<file path="src/rtl/acq_pkg.sv">
// rtl/acq_pkg.sv - shared types for the multi-channel acquisition engine
// Contents: acq_state_t, the capture FSM state encoding.
package acq_pkg;

    typedef enum logic [1:0] {
        ST_IDLE,
        ST_ARMED,
        ST_CAPTURE,
        ST_DONE
    } acq_state_t;

endpackage

</file>
<file path="src/rtl/acq_decim.sv">
// rtl/acq_decim.sv - decimation counter, keeps 1 of (decim+1) strobes
// Ports:
//   clk, rst  - clock, synchronous active-high reset
//   load      - restart the count so the next strobe is kept
//   decim     - ratio minus one
//   strobe    - a sample is offered this cycle
//   keep      - the offered sample is kept (combinational)
module acq_decim
    import acq_pkg::*;
#(
    parameter int DECW = 8
) (
    input  logic            clk,
    input  logic            rst,
    input  logic            load,
    input  logic [DECW-1:0] decim,
    input  logic            strobe,
    output logic            keep
);

    logic [DECW-1:0] cnt;

    assign keep = strobe && (cnt == '0);

    always_ff @(posedge clk) begin
        if (rst) begin
            cnt <= '0;
        end else if (load) begin
            cnt <= '0;
        end else if (strobe) begin
            cnt <= (cnt == decim) ? '0 : cnt + DECW'(1);
        end
    end

endmodule

</file>
<file path="src/rtl/acq_capture_mc.sv">
// rtl/acq_capture_mc.sv - multi-channel triggered ADC record capture into BRAMs
// Ports:
//   clk, rst                 - clock, synchronous active-high reset
//   s_axis_tdata/tvalid/tready - NCH sample lanes, lane c at [c*DW +: DW]; never stalled
//   ch_en, length, decim     - record configuration, latched on arm
//   arm, trigger             - single-cycle control pulses
//   bram_we/addr/din         - per-buffer write port, shared address
//   busy, done, wcount       - progress status
//   misalign, trig_lost      - sticky error flags, cleared on arm
module acq_capture_mc
    import acq_pkg::*;
#(
    parameter int NCH  = 2,
    parameter int DW   = 128,
    parameter int AW   = 12,
    parameter int DECW = 8
) (
    input  logic              clk,
    input  logic              rst,
    input  logic [NCH*DW-1:0] s_axis_tdata,
    input  logic [NCH-1:0]    s_axis_tvalid,
    output logic [NCH-1:0]    s_axis_tready,
    input  logic [NCH-1:0]    ch_en,
    input  logic [AW:0]       length,
    input  logic [DECW-1:0]   decim,
    input  logic              arm,
    input  logic              trigger,
    output logic [NCH-1:0]    bram_we,
    output logic [AW-1:0]     bram_addr,
    output logic [NCH*DW-1:0] bram_din,
    output logic              busy,
    output logic              done,
    output logic [AW:0]       wcount,
    output logic              misalign,
    output logic              trig_lost
);

    localparam int DEPTH = 2 ** AW;
    localparam logic [AW:0] DEPTH_W = (AW + 1)'(DEPTH);

    acq_state_t state, state_nx;

    logic [NCH-1:0]    en_q;
    logic [AW:0]       len_q;
    logic [DECW-1:0]   dec_q;
    logic [AW:0]       wcnt;
    logic              wr_pend;
    logic [NCH*DW-1:0] data_q;
    logic              mis_q;
    logic              tl_q;

    logic [AW:0] len_clamp;
    logic        capturing;
    logic        start;
    logic        all_v;
    logic        any_v;
    logic        strobe;
    logic        keep;
    logic        room;
    logic        take;
    logic        last_wr;

    // Lengths beyond the buffer depth are clamped so a record never wraps.
    assign len_clamp = (length > DEPTH_W) ? DEPTH_W : length;
    assign capturing = (state == ST_CAPTURE);
    assign start     = (state == ST_ARMED) && trigger && !arm;

    // Disabled lanes are forced valid so they do not gate the strobe.
    assign all_v  = &(s_axis_tvalid | ~en_q);
    assign any_v  = |(s_axis_tvalid & en_q);
    assign strobe = capturing && ((en_q == '0) ? s_axis_tvalid[0] : all_v);

    acq_decim #(.DECW(DECW)) u_decim (
        .clk    (clk),
        .rst    (rst),
        .load   (arm || start),
        .decim  (dec_q),
        .strobe (strobe),
        .keep   (keep)
    );

    // Counting the write still in flight stops the sample after the final
    // word from being taken in the same cycle that word is written.
    assign room    = (wcnt + {{AW{1'b0}}, wr_pend}) < len_q;
    assign take    = keep && room && !arm;
    assign last_wr = capturing && wr_pend && ((wcnt + (AW + 1)'(1)) == len_q);

    always_ff @(posedge clk) begin
        if (rst) begin
            state <= ST_IDLE;
        end else begin
            state <= state_nx;
        end
    end

    always_comb begin
        state_nx = state;
        case (state)
            ST_ARMED:   if (trigger) state_nx = ST_CAPTURE;
            ST_CAPTURE: if (last_wr) state_nx = ST_DONE;
            default:    state_nx = state;
        endcase
        if (arm) begin
            state_nx = (len_clamp == '0) ? ST_DONE : ST_ARMED;
        end
    end

    always_ff @(posedge clk) begin
        if (rst) begin
            en_q    <= '0;
            len_q   <= '0;
            dec_q   <= '0;
            wcnt    <= '0;
            wr_pend <= 1'b0;
            data_q  <= '0;
            mis_q   <= 1'b0;
            tl_q    <= 1'b0;
        end else begin
            data_q  <= s_axis_tdata;
            wr_pend <= take;
            if (arm) begin
                en_q  <= ch_en;
                len_q <= len_clamp;
                dec_q <= decim;
                wcnt  <= '0;
                mis_q <= 1'b0;
                tl_q  <= 1'b0;
            end else begin
                if (wr_pend) begin
                    wcnt <= wcnt + (AW + 1)'(1);
                end
                if (capturing && any_v && !all_v) begin
                    mis_q <= 1'b1;
                end
                if (capturing && trigger) begin
                    tl_q <= 1'b1;
                end
            end
        end
    end

    assign s_axis_tready = '1;
    assign bram_we       = wr_pend ? en_q : '0;
    assign bram_addr     = wcnt[AW-1:0];
    assign bram_din      = data_q;
    assign busy          = (state == ST_ARMED) || (state == ST_CAPTURE);
    assign done          = (state == ST_DONE);
    assign wcount        = wcnt;
    assign misalign      = mis_q;
    assign trig_lost     = tl_q;

endmodule
</file>
<file path="config.mk">
export PLATFORM = sky130hd
export DESIGN_NAME = acq_capture_mc
export DESIGN_NICKNAME = d
export VERILOG_FILES = /design/src/rtl/acq_pkg.sv /design/src/rtl/acq_decim.sv /design/src/rtl/acq_capture_mc.sv
export SDC_FILE = /design/constraint.sdc
export NUM_CORES = 1
export LEC_CHECK = 0
export ABC_CLOCK_PERIOD_IN_PS = 2600
export CAP_MARGIN = 20
export CORE_AREA = 2 2 221 223
export DETAILED_ROUTE_END_ITERATION = 10
export DIE_AREA = 0 0 223 225
export HOLD_SLACK_MARGIN = 0.12
export PLACE_DENSITY_LB_ADDON = 0.3
export SLEW_MARGIN = 40
export SYNTH_ARGS = -nofsm -noshare
export SYNTH_HDL_FRONTEND = slang
export SYNTH_HIERARCHICAL = 1
export SYNTH_SLANG_ARGS = --single-unit
</file>
<file path="constraint.sdc">
create_clock -name clk -period 2.6 [get_ports clk]
set_input_delay 0.52 -clock clk [delete_from_list [all_inputs] [get_ports clk]]
set_output_delay 0.52 -clock clk [all_outputs]
set_load 0.05 [all_outputs]
</file>
==> metrics <==
Place WS=0.268 ns; Post-DP HPWL=between 20 and 30 mm; Reg2Reg Depth=7; Finished Layout Cells=approximately 2100; Via-to-Cell Ratio=around 3.8; Crit Path Category=register to output port; Register-to-Register Setup Slack=approximately 0.27 ns; Hold Vio Cnt, Final=0; Required @ worst endpoint=roughly 2.1 ns; hold path cells=2; Synth Cell Area=a little under 10000 um^2; post-route cell area=around 17000 um^2; clk sinks=between 300 and 400; P&R area growth vs syn=76.2%; CTS root buf=clkbuf_16; First DRT Iteration DRCs=around 230; first-pass GRT wire length=~52 mm; die extent in x=around 220 um; Critical R2R Capture=state[0]$_SDFFE_PP0P_; dpl cells=2047; number of global-route vias before repair=approximately 8400; largest net degree at the start of global routing=between 100 and 150; ratio of cells with drive above 1 in the final layout=0.0582; launch point of the worst reg-to-reg path=wcount[1]$_SDFFE_PP0P_; hold_ws=0.326 ns; type of origin of the critical path=register; Placement Rows=80; DRT antenna net count=0; hold-fix buffers at CTS=0; Post-CTS Setup Bufs=0; fin crit period=around 2.5 ns; total CTS buffers=37; Clock Latency Late Sink=approximately 0.54 ns; Setup TNS Final=0 ns; HP Start=rst; die area=~50000 um^2; mean post-synth cell area=between 10 and 15 um^2; initial antenna violation count=8; Reg clk slew, reported paths=approximately 0.06 ns; Post-Route WL=~37 mm; count of different cell masters after synthesis=49; setup ws final=about 0.073 ns; worst slew pin tran=approximately 0.73 ns; IO Count=approximately 570; fraction of registers with async set/reset=0; Syn Inst Count=just over 900; Crit. End Element=output port; synthesized flop and latch total=305; Core ar.=47500 um^2; Final Max Tran Viols=0; final setup fails=0; DR WL/cell=17.4 um; GRT Total Usage=0.140; Max Cap Viol=0; hold crit path type=input pin to register; Pwr Density=roughly 700 nW/um^2; layout filler cell count=4750; Top Family by Delay on Critical Path=buffers and inverters; EDFF count, synth=0; CTS tree=done; maximum vdd drop=between 0.0005 and 0.0006 V; clock buffer depth=3; placed cell area=16200 um^2; Leakage=between 6 and 7 nW; CP Max Fanout=8; leading cell type in the layout, fill and taps excluded=clkdlybuf4s50_1; Slew Limit Headroom=0.514; GRT overflow=0; nets@finish=between 1500 and 2000; DRC viols=0; Final GP Congestion=between 0.8 and 0.9; CTS HTree Levels=2; sequential area share after synthesis=0.615; Initial Utilization=0.209; status=completed; Critical Path, Cell by Cell=clkdlybuf4s50_1; RSZ-0062 raised after global routing=false; slowest CP cell=clkdlybuf4s50_1; critical path arrival=2.01 ns; Worst Skew=roughly 0.019 ns; worst path bufs/invs=1; port buffer count=approximately 570; DR vias=around 8100; Die H=about 230 um; fin crit share=0.972; commonest cells after routing, fill and taps aside=clkdlybuf4s50_1 (557), dfxtp_1 (305), nor2b_1 (258); Crit path largest cell delay=0.90 ns; Hold EP=dec_q[5]$_SDFFE_PP0P_; Synth Warn #=6; Fmax=approximately 0.4 GHz; top_reg_cell synth=dfxtp_1; DR pass1 iterations=4
-- flip-flops by register name, summed over array words and instances (netlist names) --
signal / flops
wr_pend: 1
bram_din: 256
dec_q: 8
wcount: 13
state: 2
misalign: 1
trig_lost: 1
len_q: 13
u_decim/cnt: 8
en_q: 2
-- synth_stat cells (5+ instances only) --
cell      count  area [um^2]
o21ai_0      13         65.1
xnor2_1      30          263
nor2b_1     258         1610
nand4_1       6         37.5
mux2i_1      13          130
nor4_1        5         31.3
xor2_1       23          201
a21oi_1      14         70.1
dfxtp_1     305         6110
clkbuf_1     35          131
nor3_1        8         40.0
nand2_1      24         90.1
nor2_1       48          180
buf_4        20          150
inv_1        20         75.1
ha_1         20          250
o21ai_1       5         25.0
nand3_1      11         55.1
-- power breakdown --
part	internal, mW	switching [mW]
logic	0.867	1.13
clock network	3.10	2.04
registers	4.91	0.0751
-- cell type report --
| type | count | area [um^2] | area share |
|---|---|---|---|
| sequential | 305 | 6110 | 0.349 |
| timing repair buffer | 586 | 5870 | 0.335 |
| multi-input combinational | 521 | 3440 | 0.196 |
| clock buffer | 54 | 1120 | 0.0641 |
| tap | 615 | 769 | 0.0440 |
| clock inverter | 9 | 108 | 0.00615 |
| inverter | 20 | 75.1 | 0.00429 |
| antenna | 4 | 10.0 | 0.000572 |
-- layer usage --
metal	GRT usage	vias up	wire length, um
met2	0.246	322	18800
met5	0	-	35
met4	0.0667	6	1200
met3	0.0688	64	3920
li1	-	3984	-
met1	0.138	3741	12800
-- how the worst max path moves through the flow --
stage | from | endpoint | slack, ns | depth (start not counted)
2_1_floorplan | wcount[0]$_SDFFE_PP0P_ | wr_pend$_SDFF_PP0_ | 0.03 | 11
3_3_place_gp | wcount[1]$_SDFFE_PP0P_ | wr_pend$_SDFF_PP0_ | 0.28 | 10
3_5_place_dp | trigger | state[0]$_SDFFE_PP0P_ | 0.27 | 7
4_1_cts | wr_pend$_SDFF_PP0_ | bram_we[1] | 0.004 | 3
5_1_grt | state[0]$_SDFFE_PP0P_ | done | 0.004 | 2
6_report | wcount[7]$_SDFFE_PP0P_ | wcount[7] | 0.07 | 1
-- kinds of logic after synthesis --
| family | count (synthesis) | share of synthesized area |
|---|---|---|
| XOR/XNOR | 53 | 0.0468 |
| multiplexers | 13 | 0.0131 |
| flip-flops | 305 | 0.615 |
| buffers and inverters | 81 | 0.0393 |
| adder cells (fa/ha/maj) | 20 | 0.0252 |
| other | 1 | 0.000378 |
| AO/OA/AOI/OAI | 47 | 0.0309 |
| AND/OR/NAND/NOR | 386 | 0.229 |
-- what timing repair did --
item	4_1_cts	5_1_grt
hold endpoints to repair	0	0
endpoints found under the setup margin	6	7
resized for setup	6	7
-- per-stage QoR --
stage	total power, mW	utilization
after floorplan	6.13	-
after global placement	7.09	0.342
after detailed placement	7.09	0.342
after CTS	12.3	0.367
after global routing	12.6	0.368
final	12.1	0.368
(Power assumes the default switching activity.)
